<file path="config.mk">
export PLATFORM = sky130hd
export DESIGN_NAME = wb_master_port
export DESIGN_NICKNAME = d
export VERILOG_FILES = /design/src/rtl/wb_master_port.sv
export SDC_FILE = /design/constraint.sdc
export NUM_CORES = 1
export LEC_CHECK = 0
export BUFFER_PORTS_ARGS = -buffer_cell sky130_fd_sc_hd__buf_2
export CAP_MARGIN = 20
export CORE_AREA = 2 2 158 160
export CTS_CLUSTER_DIAMETER = 200
export DETAILED_ROUTE_END_ITERATION = 16
export DIE_AREA = 0 0 160 162
export PLACE_DENSITY = 0.85
export SYNTH_ARGS = -nofsm -noshare
export SYNTH_HDL_FRONTEND = slang
export SYNTH_SLANG_ARGS = --single-unit
export TNS_END_PERCENT = 5
</file>
<file path="constraint.sdc">
create_clock -name i_clk -period 2.7 [get_ports i_clk]
set_input_delay 0.135 -clock i_clk [delete_from_list [all_inputs] [get_ports i_clk]]
set_output_delay 0.135 -clock i_clk [all_outputs]
set_load 0.1 [all_outputs]
</file>
<file path="src/rtl/wb_master_port.sv">
// wb_master_port: single-outstanding Wishbone pipelined-mode initiator bridging one CPU load/store to one bus beat.
// Optional bus-timeout abort is compiled in when WB_MASTER_TIMEOUT_EN is defined.
module wb_master_port #(
  parameter int unsigned TIMEOUT_CYCLES = 255,
  parameter int unsigned CNT_BITS       = 8
) (
  input  logic        i_clk,
  input  logic        i_reset_n,
  // CPU-side request
  input  logic        i_req_valid,
  output logic        o_req_ready,
  input  logic [63:0] i_req_addr,
  input  logic [63:0] i_req_wdata,
  input  logic        i_req_we,
  input  logic [1:0]  i_req_size,
  input  logic        i_req_unsigned,
  // CPU-side response
  output logic        o_rsp_valid,
  output logic [63:0] o_rsp_rdata,
  output logic        o_rsp_err,
  // Wishbone initiator
  output logic [63:0] o_wb_adr,
  output logic [63:0] o_wb_dat,
  output logic        o_wb_we,
  output logic [7:0]  o_wb_sel,
  output logic        o_wb_stb,
  output logic        o_wb_cyc,
  input  logic [63:0] i_wb_dat,
  input  logic        i_wb_ack,
  input  logic        i_wb_stall
);

  typedef enum logic [1:0] {
    ST_IDLE,
    ST_REQ,
    ST_WAIT,
    ST_RSP
  } state_t;

  state_t      state_q, state_d;

  // Latched request, held for the whole bus cycle
  logic [2:0]  lane_q;
  logic [1:0]  size_q;
  logic        unsigned_q;
  logic        we_q;
  logic [63:0] adr_q;
  logic [63:0] dat_q;
  logic [7:0]  sel_q;

  logic [63:0] rdata_q;
  logic        err_q;

  logic        req_fire;
  logic        misaligned;
  logic        bus_done;
  logic        timeout_hit;
  logic        rsp_load;
  logic        rsp_err_d;
  logic [63:0] rsp_rdata_d;
  logic [7:0]  size_sel;
  logic [63:0] size_mask;
  logic [7:0]  lane_sel;
  logic [63:0] lane_dat;
  logic [63:0] rd_shifted;
  logic [63:0] load_ext;

  assign req_fire = i_req_valid && o_req_ready;

  // Request decode: byte-enable width, store-data mask, natural-alignment check
  always_comb begin
    // NOTE: every combinational output is given a default before the case so no path infers a latch.
    size_sel   = 8'h01;
    size_mask  = 64'h0000_0000_0000_00FF;
    misaligned = 1'b0;
    case (i_req_size)
      2'd0: begin
        size_sel  = 8'h01;
        size_mask = 64'h0000_0000_0000_00FF;
      end
      2'd1: begin
        size_sel   = 8'h03;
        size_mask  = 64'h0000_0000_0000_FFFF;
        misaligned = i_req_addr[0];
      end
      2'd2: begin
        size_sel   = 8'h0F;
        size_mask  = 64'h0000_0000_FFFF_FFFF;
        misaligned = |i_req_addr[1:0];
      end
      default: begin
        size_sel   = 8'hFF;
        size_mask  = 64'hFFFF_FFFF_FFFF_FFFF;
        misaligned = |i_req_addr[2:0];
      end
    endcase
  end

  assign lane_sel = size_sel << i_req_addr[2:0];
  assign lane_dat = (i_req_wdata & size_mask) << {i_req_addr[2:0], 3'b000};

  // Load path: bring the addressed lane down to bit 0, then truncate and extend
  assign rd_shifted = i_wb_dat >> {lane_q, 3'b000};

  always_comb begin
    load_ext = rd_shifted;
    case (size_q)
      2'd0: load_ext = unsigned_q ? {56'd0, rd_shifted[7:0]}
                                  : {{56{rd_shifted[7]}}, rd_shifted[7:0]};
      2'd1: load_ext = unsigned_q ? {48'd0, rd_shifted[15:0]}
                                  : {{48{rd_shifted[15]}}, rd_shifted[15:0]};
      2'd2: load_ext = unsigned_q ? {32'd0, rd_shifted[31:0]}
                                  : {{32{rd_shifted[31]}}, rd_shifted[31:0]};
      default: load_ext = rd_shifted;
    endcase
  end

  // An ack only completes the beat once the slave has taken stb (no stall)
  assign bus_done = i_wb_ack &&
                    ((state_q == ST_WAIT) || ((state_q == ST_REQ) && !i_wb_stall));

`ifdef WB_MASTER_TIMEOUT_EN
  localparam logic [CNT_BITS-1:0] CNT_LAST = CNT_BITS'(TIMEOUT_CYCLES - 1);

  logic [CNT_BITS-1:0] cnt_q;

  assign timeout_hit = ((state_q == ST_REQ) || (state_q == ST_WAIT)) && (cnt_q == CNT_LAST);

  always_ff @(posedge i_clk or negedge i_reset_n) begin
    if (!i_reset_n) begin
      cnt_q <= '0;
    end else if (req_fire && !misaligned) begin
      cnt_q <= '0;
    end else if ((state_q == ST_REQ) || (state_q == ST_WAIT)) begin
      cnt_q <= cnt_q + CNT_BITS'(1);
    end
  end
`else
  assign timeout_hit = 1'b0;
`endif

  // Next-state and response capture
  always_comb begin
    state_d     = state_q;
    rsp_load    = 1'b0;
    rsp_err_d   = 1'b0;
    rsp_rdata_d = '0;
    case (state_q)
      ST_IDLE: begin
        if (req_fire) begin
          if (misaligned) begin
            state_d   = ST_RSP;
            rsp_load  = 1'b1;
            rsp_err_d = 1'b1;
          end else begin
            state_d = ST_REQ;
          end
        end
      end
      ST_REQ, ST_WAIT: begin
        if (bus_done) begin
          state_d     = ST_RSP;
          rsp_load    = 1'b1;
          rsp_rdata_d = we_q ? 64'd0 : load_ext;
        end else if (timeout_hit) begin
          state_d   = ST_RSP;
          rsp_load  = 1'b1;
          rsp_err_d = 1'b1;
        end else if ((state_q == ST_REQ) && !i_wb_stall) begin
          state_d = ST_WAIT;
        end
      end
      ST_RSP:  state_d = ST_IDLE;
      default: state_d = ST_IDLE;
    endcase
  end

  // NOTE: sequential state uses non-blocking assignments so every flop samples pre-edge values.
  always_ff @(posedge i_clk or negedge i_reset_n) begin
    if (!i_reset_n) begin
      state_q <= ST_IDLE;
    end else begin
      state_q <= state_d;
    end
  end

  // NOTE: request and response registers are reset too, since they drive ports that must read 0 out of reset.
  always_ff @(posedge i_clk or negedge i_reset_n) begin
    if (!i_reset_n) begin
      lane_q     <= '0;
      size_q     <= '0;
      unsigned_q <= 1'b0;
      we_q       <= 1'b0;
      adr_q      <= '0;
      dat_q      <= '0;
      sel_q      <= '0;
      rdata_q    <= '0;
      err_q      <= 1'b0;
    end else begin
      if (req_fire) begin
        lane_q     <= i_req_addr[2:0];
        size_q     <= i_req_size;
        unsigned_q <= i_req_unsigned;
        we_q       <= i_req_we;
        adr_q      <= {i_req_addr[63:3], 3'b000};
        dat_q      <= lane_dat;
        sel_q      <= lane_sel;
      end
      if (rsp_load) begin
        rdata_q <= rsp_rdata_d;
        err_q   <= rsp_err_d;
      end
    end
  end

  assign o_req_ready = (state_q == ST_IDLE);
  assign o_rsp_valid = (state_q == ST_RSP);
  assign o_rsp_rdata = rdata_q;
  assign o_rsp_err   = err_q;
  assign o_wb_cyc    = (state_q == ST_REQ) || (state_q == ST_WAIT);
  assign o_wb_stb    = (state_q == ST_REQ);
  assign o_wb_adr    = adr_q;
  assign o_wb_dat    = dat_q;
  assign o_wb_sel    = sel_q;
  assign o_wb_we     = we_q;

  // Configuration and bus-protocol invariants
  a_cnt_fits: assert property (@(posedge i_clk) 64'(TIMEOUT_CYCLES) < (64'd1 << CNT_BITS));

  a_stb_in_cyc: assert property (@(posedge i_clk) disable iff (!i_reset_n) o_wb_stb |-> o_wb_cyc);

  a_bus_stable: assert property (@(posedge i_clk) disable iff (!i_reset_n)
    (o_wb_cyc && $past(o_wb_cyc)) |-> $stable({o_wb_adr, o_wb_dat, o_wb_sel, o_wb_we}));

  a_rsp_pulse: assert property (@(posedge i_clk) disable iff (!i_reset_n) o_rsp_valid |=> !o_rsp_valid);

endmodule

</file>
==> After elaboration in Yosys (flattened, before gate mapping) <==
Cells that the tools add are included.
{ "classes": {"eq_ne": 9, "n_shift": 3, "muxes": 20, "bitwise": 1, "n_reduce_logical": 13} }
{ "op_table": {"columns": ["op", "count"], "rows": [
  ["$mux 64", 6],
  ["$pmux 64 s3", 2],
  ["$and 64x64->64", 1],
  ["$shl 64x6->64", 1],
  ["$shr 64x6->64", 1],
  ["$pmux 8 s3", 1],
  ["$eq 2x2->1 const B", 4],
  ["$mux 2", 4],
  ["$shl 8x3->8", 1],
  ["$eq 2x1->1 const B", 3],
  ["$logic_not 2->1", 3],
  ["$pmux 2 s3", 1],
  ["$mux 1", 4],
  ["$reduce_or 2->1", 2],
  ["$logic_and 1x1->1", 3],
  ["$ne 3x3->1 const B", 1],
  ["$pmux 1 s3", 1],
  ["$reduce_or 3->1", 1],
  ["$logic_or 1x1->1", 2],
  ["$ne 2x1->1 const B", 1],
  ["$pmux 1 s2", 1],
  ["$reduce_and 2->1", 1],
  ["$logic_not 1->1", 1]
]} }
{ "totals": {"reg_bits": 207, "inputBits": 201, "output_inout_bits": 206} }

==> Depth between registers and ports, before layout <==
{ "logic_depth": {"depth_word": 6, "depth_mapped": 9, "depth_no_buf": 7} }

==> Worst setup path after synthesis <==
Ideal clock, no wire load.
{ "synth_timing": {"path_kind": "register to register", "startpoint": "register state_q[0]", "endpoint": "register rdata_q[12], in the netlist o_rsp_rdata[12]", "setup_time_ps": 126, "arrival_time_ps": 2849, "required_ps": 2574, "slack_ps": -275, "stages_incl_launch_ff": 9, "path_buffers": 2, "synth_period_minus_slack_ps": 2975, "path_cell_list": "dfrtp_1 > inv_1 > ha_1 > nand2_2 > or4_1 > o21a_1 > buf_2 > buf_2 > a221o_1"} }
{ "synth_lines": {"columns": ["element", "line_no", "rtl"], "rows": [
  ["start: declaration", "40", "state_t state_q, state_d;"],
  ["start signal: assignment", "183", "state_q <= state_d;"],
  ["$logic_not 2->1 *", "216", "assign o_req_ready = (state_q == ST_IDLE);"],
  ["net o_req_ready", "11", "output logic o_req_ready,"],
  ["$logic_and 1x1->1", "68", "assign req_fire = i_req_valid && o_req_ready;"],
  ["$mux 1", "150", "if (req_fire) begin"],
  ["$pmux 1 s2 *", "148", "case (state_q)"],
  ["end signal: assignment", "210", "rdata_q <= rsp_rdata_d;"],
  ["end: declaration", "51", "logic [63:0] rdata_q;"]
]} }
The timed path passes the listed nets; every way through them passes the cells marked *.
A chain may end at the register's enable or synchronous reset.

==> Worst setup path after layout <==
{ "layout_timing": {"startpoint": "register state_q[0]", "endpoint": "register rdata_q[7], in the netlist o_rsp_rdata[7]"} }
{ "layout_via": {"elab_chain_cells": 6} }
{ "layout_rtl": {"columns": ["element", "line_no", "rtl"], "rows": [
  ["$eq 2x1->1", "120, 148", null],
  ["$logic_and 1x1->1", "120", "((state_q == ST_WAIT) || ((state_q == ST_REQ) && !i_wb_stall));"],
  ["$logic_or 1x1->1", "120", null],
  ["$logic_and 1x1->1", "119", "assign bus_done = i_wb_ack &&"],
  ["$mux 1 / $mux 64 (equally long branches)", "161", "if (bus_done) begin"],
  ["$pmux 1 s2 / $mux 64 (equally long branches)", "148", null]
]} }
Parallel ways exist; a longest one is shown, timed or not.

==> reports/summary.txt <==
status: finished, final reports clean
top cells by area, synth: dfrtp_1 (45%), mux2_2 (9.5%), mux2i_1 (6.7%)
Core Box Area: 24100 um2
Clk Latency, worst-skew pair: 0.51 ns
CP Capture Type: register
worst slew pin tran: 0.955 ns
fin cells: 1920
Initial Util: 47.4%
Slew Limit Fails: 0
DR vias: 11300
antenna violations before repair: 7
Boundary Pins: 407
CTS tree: done
Hold Vio Cnt, Final: 0
RD Place Congestion: 0.957
critical path, cell by cell: inv_1 -> ha_2 -> nand2_4 -> or4_1 -> o21a_2 -> buf_4 -> nand2_1 -> o21ai_0
Inst Count DP: 1795
post-synthesis cell area: 11400 um2
r2r startpoint: state_q[0]
Synth-to-Final Area Change: 33.6%
global-route wire length before repair: 64.1 mm
TritonCTS buffer count: 23
critical path required time: 3.08 ns
Residual DRC: 0
maxcap violations: 0
Die X: 160 um
crit path max fanout: 34
initial drt markers: 1102
worst hold path class: input pin to register
Final min period: 2.47 ns
All-Layer GR Usage: 31.6%
number of synthesized flops with an enable pin: 0
IO Port Bufs: 403
Via density: 5.87
layout cell share with drive strength beyond 1: 39.2%
total gr overflow: 0
Routed Antenna Nets: 0
register area share after synthesis: 45.4%
clock slew at reported path FFs: 0.06 ns
startpoint types: register
critical path's largest stage delay: 0.55 ns
number of global-route vias before repair: 11500
fin util: 63.3%
Final setup viols: 0
row count: 57
Synth area leader: dfrtp_1
top-area cell type share of the netlist area: 45.4%
Die Ht: 162 um
CP arrival: 2.85 ns
Netlist cell types: 63
Worst Hold Launch: i_wb_dat[56]
final wirelength: 42.5 mm
clk sink count: 207
commonest cells in the netlist: dfrtp_1 (207), nand2_1 (149), o21ai_0 (106), mux2_2 (96), mux2i_1 (77)
H-tree depth: 1
drt wl/cell: 22.1 um
asr flop ratio synth: 100%
most numerous cell in the Yosys netlist: dfrtp_1
CTS root buf: clkbuf_16
Tcrit/Tclk final: 91.5%
RSZ-0062 raised after global routing: false
final net count: 1778
CTS max path bufs: 3
Layout Skew: 0.0126 ns
Synth Register Bits: 207
full die area: 25900 um2
critical path's slowest cell: or4_1
hold slack: 0.0571 ns
Gate Count Post-Synth: 1136
Synth Flop Type: dfrtp_1
Fmax: 405 MHz
largest net degree at the start of global routing: 104
Worst slew margin: 36.1%
synth warn: 0
First-pass DRT Iterations: 5
post-DP HPWL: 30.6 mm
syn_area_per_cell: 10.1 um2
Worst Setup SP: state_q[0]
kind of critical path: register to register
==> logic make-up after synthesis <==
| logic type | synth area share (%) |
|---|---|
| buffers and inverters | 4.52 |
| muxes | 17.8 |
| AOI/OAI and AO/OA | 21.3 |
| and+or+nand+nor | 10.6 |
| other | 0.0328 |
| adders and majority gates | 0.438 |
| DFF | 45.4 |
==> path summary, 6_finish.rpt <==
kind	depth (start not counted)	to	slack, ns
setup / recovery	8	o_rsp_rdata[7]	0.23
hold / removal	3	o_rsp_rdata[40]	0.06
setup reg to reg	8	o_rsp_rdata[7]	0.23
hold reg to reg	2	o_wb_dat[56]	0.47
max in group asynchronous	3	lane_q[0]	1.70
min in group asynchronous	2	o_rsp_rdata[28]	0.20
==> per-stage QoR <==
stage | setup TNS (ns) | cell area (um2) | setup slack (ns)
finish | 0 | 15300 | 0.230
floorplan | -0.541 | 11400 | -0.0541
detailed placement | 0 | 13700 | 0.257
global placement | 0 | 13700 | 0.349
global route | 0 | 15300 | 0.0801
CTS | 0 | 15200 | 0.268
==> routing by layer <==
metal / vias to the layer above / global-route usage, % / routed length (um) / share of wire, %
met5: - / 0 / 0 / 0
met4: 0 / 17.2 / 2330 / 5.5
met3: 137 / 6.92 / 3950 / 9.3
met2: 687 / 54.7 / 20800 / 49
met1: 5411 / 36.8 / 15400 / 36
li1: 5026 / - / - / -
==> flip-flops by register name (all words and copies together) (netlist names) <==
| register | count |
|---|---|
| o_wb_we | 1 |
| size_q | 2 |
| state_q | 2 |
| o_wb_adr | 61 |
| o_wb_sel | 8 |
| lane_q | 3 |
| o_wb_dat | 64 |
| o_rsp_err | 1 |
| unsigned_q | 1 |
| o_rsp_rdata | 64 |
==> worst max-delay path, delay by kind of cell, from the launching register on <==
kind	cells	cell delay [ns]
AND/OR/NAND/NOR	3	0.74
buffers and inverters	2	0.45
AO/OA/AOI/OAI	2	0.44
flip-flops	1	0.42
adder cells (fa/ha/maj)	1	0.28
==> repair_timing <==
action                                 in CTS  in global routing
resized for setup                           0                  0
buffers inserted                            0                  0
hold buffers                               77                  0
endpoints found under the hold margin     137                  0
==> area by class of cell <==
cell class,count,area [um2]
clock inverter,13,136
tap,324,405
inverter,13,48.8
clock buffer,29,628
multi-input combinational,818,5740
timing repair buffer,510,3100
sequential,207,5180
antenna,6,15.0
fill,1983,8850
==> placed cells by master, fill, tap and decap left out, types with 30 or more instances in the layout <==
cell type and count:
a21oi_1 46, dlygate4sd3_1 77, o211ai_1 30, dfrtp_1 206, buf_2 402, nand2_1 149
mux2i_1 77, nor2_1 68, o21ai_2 31, o21ai_0 106, mux2_2 96
Power is left out: the tool's default activity adds up to more than one toggle a clock period on the data nets, which glitch-free logic cannot reach.
